`src/rtl/refresh_pkg.sv`:
```
// refresh_pkg: shared types and helpers for the DRAM refresh request generator.
package refresh_pkg;

    // Request state machine encoding
    typedef enum logic [1:0] {
        IDLE = 2'd0,
        REQ  = 2'd1,
        URG  = 2'd2,
        GAP  = 2'd3
    } ref_state_t;

    // Width of the owed-refresh counter / status port
    localparam int DEBT_W = 2;

    // Counter width able to hold 0 .. n-1, never narrower than one bit
    function automatic int cnt_width(input int n);
        if (n <= 2) begin
            cnt_width = 1;
        end else begin
            cnt_width = $clog2(n);
        end
    endfunction

endpackage

```
`src/rtl/refresh_tick.sv`:
```
// refresh_tick: free-running divider that pulses Tick for one cycle every
// REF_PERIOD cycles. Tick is registered and coincides with the counter's
// terminal value, so the first pulse is sampled REF_PERIOD edges after reset.
module refresh_tick
    import refresh_pkg::*;
#(
    parameter int REF_PERIOD = 390
) (
    input  logic CLK,
    input  logic Reset,
    output logic Tick
);

    localparam int              CW       = cnt_width(REF_PERIOD);
    localparam logic [CW-1:0]   CNT_LAST = CW'(REF_PERIOD - 1);
    localparam logic [CW-1:0]   CNT_PRE  = CW'(REF_PERIOD - 2);

    logic [CW-1:0] cnt_r;
    logic          tick_r;

    // Divider counter and registered tick, raised together with the wrap value
    always_ff @(posedge CLK) begin
        if (Reset) begin
            cnt_r  <= '0;
            tick_r <= 1'b0;
        end else begin
            if (cnt_r == CNT_LAST) begin
                cnt_r <= '0;
            end else begin
                cnt_r <= cnt_r + CW'(1);
            end
            tick_r <= (cnt_r == CNT_PRE);
        end
    end

    assign Tick = tick_r;

endmodule

```
`src/rtl/refresh_gen.sv`:
```
// refresh_gen: DRAM refresh request generator. Counts owed refreshes, raises
// RefReq, escalates to RefUrg when a request ages or debt piles up, and
// inserts a one-cycle gap after every serviced refresh.
// Optional feature macro: REFRESH_DEBT_EN (multi-entry saturating debt counter
// and debt-based escalation). Without it, debt is a single pending bit.
module refresh_gen
    import refresh_pkg::*;
#(
    parameter int REF_PERIOD = 390,
    parameter int URG_DELAY  = 128,
    parameter int MAX_DEBT   = 3
) (
    input  logic              CLK,
    input  logic              Reset,
    input  logic              RefAck,
    output logic              RefReq,
    output logic              RefUrg,
    output logic [DEBT_W-1:0] RefDebt,
    output logic              RefOverrun
);

    localparam int            AW       = cnt_width(URG_DELAY);
    localparam logic [AW-1:0] AGE_LAST = AW'(URG_DELAY - 1);

    logic              tick_s;
    ref_state_t        state_r;
    ref_state_t        state_next_s;
    logic [AW-1:0]     age_r;
    logic [DEBT_W-1:0] debt_r;
    logic [DEBT_W-1:0] debt_next_s;
    logic              overrun_set_s;
    logic              debt_hi_s;
    logic              debt_hi_r;
    logic              req_r;
    logic              urg_r;
    logic              overrun_r;

    refresh_tick #(
        .REF_PERIOD (REF_PERIOD)
    ) u_tick (
        .CLK   (CLK),
        .Reset (Reset),
        .Tick  (tick_s)
    );

`ifdef REFRESH_DEBT_EN
    localparam logic [DEBT_W-1:0] DEBT_MAX = DEBT_W'(MAX_DEBT);

    // Saturating debt update; a tick and an ack in the same cycle cancel out
    always_comb begin
        debt_next_s   = debt_r;
        overrun_set_s = 1'b0;
        if (tick_s && !RefAck) begin
            if (debt_r == DEBT_MAX) begin
                overrun_set_s = 1'b1;
            end else begin
                debt_next_s = debt_r + DEBT_W'(1);
            end
        end else if (RefAck && !tick_s) begin
            if (debt_r != DEBT_W'(0)) begin
                debt_next_s = debt_r - DEBT_W'(1);
            end else begin
                debt_next_s = debt_r;
            end
        end else begin
            debt_next_s = debt_r;
        end
    end

    assign debt_hi_s = (debt_r >= DEBT_W'(2));
`else
    // Single pending bit; a tick that finds it still set is a lost refresh
    always_comb begin
        debt_next_s   = debt_r;
        overrun_set_s = 1'b0;
        if (tick_s && !RefAck) begin
            if (debt_r[0]) begin
                overrun_set_s = 1'b1;
            end else begin
                debt_next_s = DEBT_W'(1);
            end
        end else if (RefAck && !tick_s) begin
            debt_next_s = DEBT_W'(0);
        end else begin
            debt_next_s = debt_r;
        end
    end

    assign debt_hi_s = 1'b0;
`endif

    // Next-state logic; debt escalation uses the registered debt_hi_r flag,
    // so it takes effect two cycles after the tick that raised the debt
    always_comb begin
        state_next_s = state_r;
        case (state_r)
            IDLE: begin
                if (debt_r != DEBT_W'(0)) begin
                    state_next_s = REQ;
                end else begin
                    state_next_s = IDLE;
                end
            end
            REQ: begin
                if (RefAck) begin
                    state_next_s = GAP;
                end else if ((age_r == AGE_LAST) || debt_hi_r) begin
                    state_next_s = URG;
                end else begin
                    state_next_s = REQ;
                end
            end
            URG: begin
                if (RefAck) begin
                    state_next_s = GAP;
                end else begin
                    state_next_s = URG;
                end
            end
            GAP: begin
                if (debt_r != DEBT_W'(0)) begin
                    state_next_s = REQ;
                end else begin
                    state_next_s = IDLE;
                end
            end
            default: begin
                state_next_s = IDLE;
            end
        endcase
    end

    // State register
    always_ff @(posedge CLK) begin
        if (Reset) begin
            state_r <= IDLE;
        end else begin
            state_r <= state_next_s;
        end
    end

    // Debt, age counter, overrun flag and outputs decoded from the next state
    always_ff @(posedge CLK) begin
        if (Reset) begin
            debt_r    <= '0;
            debt_hi_r <= 1'b0;
            age_r     <= '0;
            req_r     <= 1'b0;
            urg_r     <= 1'b0;
            overrun_r <= 1'b0;
        end else begin
            debt_r    <= debt_next_s;
            debt_hi_r <= debt_hi_s;
            if ((state_r == REQ) && (state_next_s == REQ)) begin
                age_r <= age_r + AW'(1);
            end else begin
                age_r <= '0;
            end
            req_r     <= (state_next_s == REQ) || (state_next_s == URG);
            urg_r     <= (state_next_s == URG);
            overrun_r <= overrun_r | overrun_set_s;
        end
    end

    assign RefReq     = req_r;
    assign RefUrg     = urg_r;
    assign RefDebt    = debt_r;
    assign RefOverrun = overrun_r;

endmodule

```
`config.mk`:
```
export PLATFORM = sky130hd
export DESIGN_NAME = refresh_gen
export DESIGN_NICKNAME = d
export VERILOG_FILES = /design/src/rtl/refresh_pkg.sv /design/src/rtl/refresh_tick.sv /design/src/rtl/refresh_gen.sv
export SDC_FILE = /design/constraint.sdc
export NUM_CORES = 1
export LEC_CHECK = 0
export CORE_MARGIN = 8
export CORE_UTILIZATION = 35
export DETAILED_ROUTE_END_ITERATION = 10
export PLACE_DENSITY = 0.59
export REMOVE_ABC_BUFFERS = 1
export SYNTH_ARGS = -nofsm -noshare
export SYNTH_HDL_FRONTEND = slang
export SYNTH_SLANG_ARGS = --single-unit
export TNS_END_PERCENT = 30
```
`constraint.sdc`:
```
create_clock -name CLK -period 3.3 [get_ports CLK]
set_input_delay 0.99 -clock CLK [delete_from_list [all_inputs] [get_ports CLK]]
set_output_delay 0.99 -clock CLK [all_outputs]
set_load 0.02 [all_outputs]
```
# Yosys cells after proc, flatten, opt, wreduce, memory -nomap -nowiden
# Cells that the tools add are included.
# totals
reg_bits	24
input_bits	3
out_inout_bits	5
# op_classes
add_sub_neg	2
eq_ne	9
n_mux	10
bitwise	2
n_reduce_logical	13
# ops
cell	n
$eq 9x9->1 const B	2
$mux 2	5
$add 9x1->9 const B	1
$add 7x1->7 const B	1
$eq 7x7->1 const B	1
$eq 2x2->1 const B	3
$pmux 2 s3	1
$reduce_or 2->1	3
$eq 2x1->1 const B	2
$mux 1	4
$reduce_bool 2->1	2
$logic_and 1x1->1	3
$logic_not 1->1	2
$logic_not 2->1	1
$ne 2x2->1 const B	1
$reduce_and 2->1	1
$logic_or 1x1->1	1
$not 1->1	1
$or 1x1->1	1

# Longest topological paths before layout
# Gate-level depths: netlist (run 1).
# depth
word_depth	8
ltp_mapped	8
ltp_nobuf	8

# Cells and area by module
# A second synthesis (run 1) with hierarchy kept.
# unflattened
hier_cells	112
hier_area_um2	1047.3
# by_module_without_submodules
mod	n_inst	cells_each	area_each_um2
refresh_gen	1	62	588.1
refresh_tick	1	50	459.2

# Worst setup path after synthesis (run 1)
# No wires, ideal clock.
# synth_path
kind	input to register
start	input port RefAck
end	register age_r[2]
arrival_ns	1.765
t_required_ns	3.178
slack_ns	1.413
cell_stages	6
path_buffers	0
path_cell_list	inv_1 -> o311a_1 -> or2_1 -> ha_1 -> nand3b_1 -> nor2_1
# synth_via
elab_chain_cells	6
# synth_lines
item	line_no	text
start: declaration	refresh_gen.sv:15	input logic RefAck,
$mux 1 or $mux 2 (tied branches)	refresh_gen.sv:114, refresh_gen.sv:105	
$pmux 2 s3 (*)	refresh_gen.sv:96	case (state_r)
$eq 2x1->1 (*)	refresh_gen.sv:154	if ((state_r == REQ) && (state_next_s == REQ)) begin
$logic_and 1x1->1 (*)	refresh_gen.sv:154	
$not 1->1 (no source line) (*)	--	
$reduce_or 2->1 (no source line) (*)	--	
end signal: assignment	refresh_gen.sv:155	age_r <= age_r + AW'(1);
end: declaration	refresh_gen.sv:28	logic [AW-1:0] age_r;
# Mark *: on every way between the ends. The rest lies on a longest branch, timed or not.
# A chain may end at the register's enable or synchronous reset.

# Worst setup path after layout (run 1)
# layout_path
start	register debt_r[0], in the netlist RefDebt[0]
end	output port RefDebt[0]
# layout_lines
item	line_no	text
start: declaration	refresh_gen.sv:29	logic [DEBT_W-1:0] debt_r;
start signal: assignment	refresh_gen.sv:152	debt_r <= debt_next_s;
end: declaration	refresh_gen.sv:18	output logic [DEBT_W-1:0] RefDebt,
# No word-level cell between the ends.

==> results of run 1 <==
## per-layer routing
metal,up-vias,share of wire,global-route usage
li1,403,-,-
met1,367,0.47,0.0762
met2,6,0.48,0.130
met3,2,0.038,0.0226
met4,0,0.011,0.0346
met5,-,0,0
## flip-flops by register name, indices dropped and copies added, names as in the netlist
signal        cells
state_r           2
RefUrg            1
age_r             7
u_tick.Tick       1
RefOverrun        1
RefReq            1
u_tick.cnt_r      9
RefDebt           1
## cell usage in the layout (no fill, tap or decap)
master           count
ha_1                10
nand3_1              6
and2_1               1
conb_1               1
nand4_2              2
a41o_1               1
dfxtp_1             23
xor2_1               4
a21o_1               1
clkinv_2             1
xnor2_1              2
a21oi_1              7
clkdlybuf4s50_1      6
clkbuf_4             3
or2_1                1
o21ai_0              8
or3_1                6
nor4b_2              1
nand3_2              1
nor2_1              15
nand3b_1             1
nand2_1              6
nor2b_1              2
nor3_1               2
inv_1                9
a21oi_2              1
o311a_1              1
mux2i_1              1
## worst min-delay path by stage
stage / startpoint / end / slack, ns / cells past startpoint
floorplan: age_r[0] / age_r[0] / 0.42 / 1
global placement: age_r[0] / age_r[0] / 0.43 / 1
detailed placement: age_r[0] / age_r[0] / 0.44 / 1
CTS: age_r[0] / age_r[0] / 0.46 / 1
global route: age_r[0] / age_r[0] / 0.48 / 1
finish: age_r[0] / age_r[0] / 0.46 / 1
## area by class of cell
| class | instances | area share |
|---|---|---|
| multi-input cells | 81 | 0.465 |
| well taps | 33 | 0.0354 |
| flip-flops and latches | 23 | 0.395 |
| inverters | 9 | 0.0290 |
| clock buffers | 3 | 0.0193 |
| clock inverters | 1 | 0.00430 |
| repair buffers | 6 | 0.0516 |
## power groups by stage
stage / logic (mW) / registers, mW / clock network, mW
global route: 0.0608 / 0.295 / 0.146
finish: 0.0539 / 0.294 / 0.126
CTS: 0.0553 / 0.294 / 0.134
floorplan: 0.0320 / 0.303 / 0
detailed placement: 0.0547 / 0.300 / 0
global placement: 0.0542 / 0.299 / 0
## cell families (layout without fill, tap and decap cells)
| kind of cell | after synthesis | count (layout) | share of synthesized area |
|---|---|---|---|
| and+or+nand+nor | 44 | 44 | 0.227 |
| DFF | 23 | 23 | 0.437 |
| AOI/OAI and AO/OA | 19 | 19 | 0.106 |
| buffers and inverters | 12 | 19 | 0.0498 |
| adders and majority gates | 10 | 10 | 0.119 |
| xor gates and xnor gates | 6 | 6 | 0.0498 |
| other | 1 | 1 | 0.00356 |
| muxes | 1 | 1 | 0.00949 |
## metrics by stage
stage / util / std cells / area, um^2 / power, mW / setup slack (ns)
floorplan: - / 113 / 1040 / 0.335 / 1.41
global placement: 0.385 / 152 / 1140 / 0.354 / 0.841
finish: 0.394 / 156 / 1160 / 0.473 / 0.997
CTS: 0.394 / 156 / 1160 / 0.483 / 0.975
global route: 0.394 / 156 / 1160 / 0.502 / 0.932
detailed placement: 0.385 / 152 / 1140 / 0.355 / 0.803
==> flow_summary.toml, run 1 <==
[pwr]
power.internal_mw = 0.356
leakage_nw = 0.449
switching_share = 0.248
switching_power_mw = 0.117
peakVddDrop_v = 0.000136
p_seq_frac = 0.620
p_clk_frac = 0.266
power_frac_comb = 0.114
power_density_nw_per_um2 = 406

[critical_path]
reg2reg_from = "state_r[0]"
path_delay_family = "buffers and inverters"
cp.depth = 1
critPathMaxFanout = 4
crit_buf_inv = 1
cpPeakStageDelay_ns = 0.63
cp_slowest_cell = "clkdlybuf4s50_1"
endpoint_kind = "output port"
reg2reg_to = "age_r[3]"
crit_end = "RefDebt[0]"
path_class = "flip-flop to output port"
start_kind = "flip-flop"
reg2reg_depth = 8
path_cells = "clkdlybuf4s50_1"
crit_start = "RefDebt[0]"
r2r_slack_ns = 1.36
cp.required_ns = 2.31
arrival_ns = 1.31

[floorplan]
core_um2 = 2950
start_util = 0.357
rows = 20
die-area_um2 = 5030
dieHeight_um = 70.9
die_x_um = 70.9
io_pins = 8

[global_route]
grt_overflow = 0
grt.total_usage = 0.0730
grt_pass1_wl_mm = 3.01
grt_pass1_vias = 744
grt_max_degree = 14
antenna_found_initial = 0

[sta]
setup_violations = 0
max_freq_ghz = 0.434
finalClockSkew_ns = 0.00975
hold_viol_final = 0
whs_ns = 0.456
fin_crit_sh = 0.698
period_minus_slack_ns = 2.30
drv_slew = 0
setup-tns-final_ns = 0
rsz0062_at_grt = "false"

[cells_and_area]
layout.area.seq_um2 = 460
multi_input_area_um2 = 542
syn_to_final_growth_pct = 10.4
drive_above_1_share = 0.0732
fin_nets = 137
diodes = 0
n_fill_cell = 299

[clock_network]
htreeDepth = 1
hold_buffers = 0
cts_tree = "done"
clock-root-buffer = "clkbuf_4"
path_clk_slew_ns = 0.12
clkLatencyLatePin_ns = 0.30
cts_sinks = 23
post-cts-setup-buffers = 0
post_cts_resized = 0
cts.path.max_buffers = 2
cts_made_buffers = 3

[routing]
final_antenna_net_count = 0
vias = 778
wl_mm = 1.69
drt-wirelength-per-cell_um = 10.8
drc_errors = 0
drt_iter0_drc = 16
dr.pass1.iters = 4
post_drt_via_cell_ratio = 4.99

[synth]
synth-edff-count = 0
synth_top_cell_area_share = 0.437
yosys_most_used_dff = "dfxtp_1"
async_reset_ff_frac = 0
yosys-top-cells-count = "dfxtp_1, nor2_1, ha_1"
synth_most_common_cell = "dfxtp_1"
syn_area_um2 = 1050
synth_cells = 116
avgSynthCellArea_um2 = 9.09
yosys_warnings = 0
ys_seq_area_frac = 0.437
synth_cell_types = 27
synthTopCellsByArea = "dfxtp_1, ha_1, nor2_1"
yosysTopAreaCell = "dfxtp_1"
ys_ff_latch = 23

[place]
port_buffers = 6
place.gp.congestion = 0.796
dp_hpwl_mm = 1.31

[run]
max-cap-violations = 0

[worst_hold_path]
holdCritPathClass = "flip-flop to flip-flop"

[run_status]
outcome = "completed"
(Power assumes the default switching activity.)
==> run 2, diff against run 1 <==
==> constraint.sdc (replaced) <==
create_clock -name CLK -period 2.2 [get_ports CLK]
set_input_delay 0.66 -clock CLK [delete_from_list [all_inputs] [get_ports CLK]]
set_output_delay 0.66 -clock CLK [all_outputs]
set_load 0.02 [all_outputs]
==> run 2 against run 1 <==
Compared with the run above:
- utilization grew 0.25 points
- largest cell class unchanged
- hold slack gained 0.029 ns
- critical path type unchanged
- register-to-register slack lost 1.1 ns
- combinational power grew 55%
- wire length grew 7.5%
- critical path depth is the same
- non-clock buffer count grew 1
- global-route usage grew 0.36 points
- clock power grew 54%
- sequential cell count is the same
- sequential share of layout area shrank 0.25 points
==> flow_summary.toml, run 2 (same netlist as run 1, synthesis figures left out) <==
[clock_network]
clock-root-buffer = "clkbuf_4"
cts_sinks = 23
post-cts-setup-buffers = 0
clkLatencyLatePin_ns = 0.31
cts_made_buffers = 3
hold_buffers = 0
path_clk_slew_ns = 0.13
cts_tree = "done"
post_cts_resized = 0
htreeDepth = 1
cts.path.max_buffers = 2

[sta]
setup-tns-final_ns = 0
rsz0062_at_grt = "false"
fin_crit_sh = 0.909
finalClockSkew_ns = 0.00964
drv_slew = 0
period_minus_slack_ns = 2.00
setup_violations = 0
max_freq_ghz = 0.500
hold_viol_final = 0

[critical_path]
cp.required_ns = 1.54
crit_buf_inv = 1
reg2reg_from = "state_r[0]"
path_class = "flip-flop to output port"
path_delay_family = "buffers and inverters"
endpoint_kind = "output port"
cpPeakStageDelay_ns = 0.63
arrival_ns = 1.34
start_kind = "flip-flop"
reg2reg_depth = 8
reg2reg_to = "age_r[4]"
critPathMaxFanout = 4
cp_slowest_cell = "clkdlybuf4s50_1"
path_cells = "clkdlybuf4s50_1"
r2r_slack_ns = 0.23

[global_route]
grt_pass1_wl_mm = 3.20
grt_max_degree = 14
grt_overflow = 0
grt_pass1_vias = 787
grt.total_usage = 0.0766
antenna_found_initial = 0

[place]
dp_hpwl_mm = 1.39
place.gp.congestion = 0.801
port_buffers = 6

[floorplan]
core_um2 = 2950
dieHeight_um = 70.9
die-area_um2 = 5030
start_util = 0.357
die_x_um = 70.9
rows = 20
io_pins = 8

[routing]
vias = 792
final_antenna_net_count = 0
post_drt_via_cell_ratio = 5.04
wl_mm = 1.82
dr.pass1.iters = 4
drc_errors = 0
drt-wirelength-per-cell_um = 11.6
drt_iter0_drc = 44

[pwr]
peakVddDrop_v = 0.000165
power_density_nw_per_um2 = 612
leakage_nw = 0.454

[cells_and_area]
syn_to_final_growth_pct = 11.2
final_cell_mix = "dfxtp_1, nor2_1, ha_1"
n_fill_cell = 304
diodes = 0
regMostFlops = "u_tick.cnt_r"
top_regs = "u_tick.cnt_r x9, age_r x7, state_r x2"
layout.area.seq_um2 = 460
utilization = 0.397
final_common_cell = "dfxtp_1"
drive_above_1_share = 0.0806
largest_register_ffs = 9
multi_input_area_um2 = 542
fin_nets = 138

[run_status]
outcome = "completed"

[worst_hold_path]
hold_depth = 2
hp-start = "u_tick.cnt_r[8]"
holdCritPathClass = "flip-flop to flip-flop"
min_to = "u_tick.Tick"

[run]
max-cap-violations = 0
-- run 2: changes by cell type in the layout (fill, tap and decap cells not counted), sizes merged --
cell,before,now
buf,0,1
-- run 2: per-layer routing --
| metal | vias to the layer above | share of wire | global-route usage |
|---|---|---|---|
| li1 | 403 | - | - |
| met1 | 377 | 0.47 | 0.0855 |
| met2 | 10 | 0.48 | 0.134 |
| met3 | 2 | 0.035 | 0.0226 |
| met4 | 0 | 0.010 | 0.0277 |
| met5 | - | 0 | 0 |
-- run 2: worst max path at each step --
stage / start / to / cells after the start
detailed placement: RefAck / age_r[0] / 7
global route: state_r[0] / age_r[4] / 8
floorplan: age_r[0] / age_r[2] / 7
global placement: RefAck / age_r[4] / 7
finish: RefDebt[0] / RefDebt[0] / 1
CTS: RefDebt[0] / RefDebt[0] / 1
-- run 2: through the flow --
step / hold WS, ns / total power [mW] / area [um^2] / instances / setup WS [ns]
2_1_floorplan: 0.418 / 0.503 / 1040 / 113 / 0.464
3_3_place_gp: 0.430 / 0.531 / 1140 / 153 / 0.0702
3_5_place_dp: 0.464 / 0.535 / 1140 / 153 / 0.0118
4_1_cts: 0.486 / 0.734 / 1170 / 157 / 0.174
5_1_grt: 0.509 / 0.761 / 1170 / 157 / 0.102
6_report: 0.485 / 0.718 / 1170 / 157 / 0.200
-- run 2: power by group --
group	internal (mW)	switching [mW]	leakage [nW]	total (mW)
Sequential	0.430	0.0102	0.186	0.440
Clock	0.0679	0.126	0.0177	0.194
Combinational	0.0379	0.0456	0.250	0.0835
-- run 2: worst min-delay path, cell delays in order, from the launching register on --
cell and delay [ns]:
dfxtp_1 0.35, nand2_1 0.07, nor3_1 0.04
-- run 2: area by class of cell --
class | count | area share
clock buffers | 3 | 0.0192
clock inverters | 1 | 0.00427
inverters | 9 | 0.0288
multi-input cells | 81 | 0.462
flip-flops and latches | 23 | 0.393
well taps | 33 | 0.0352
repair buffers | 7 | 0.0576
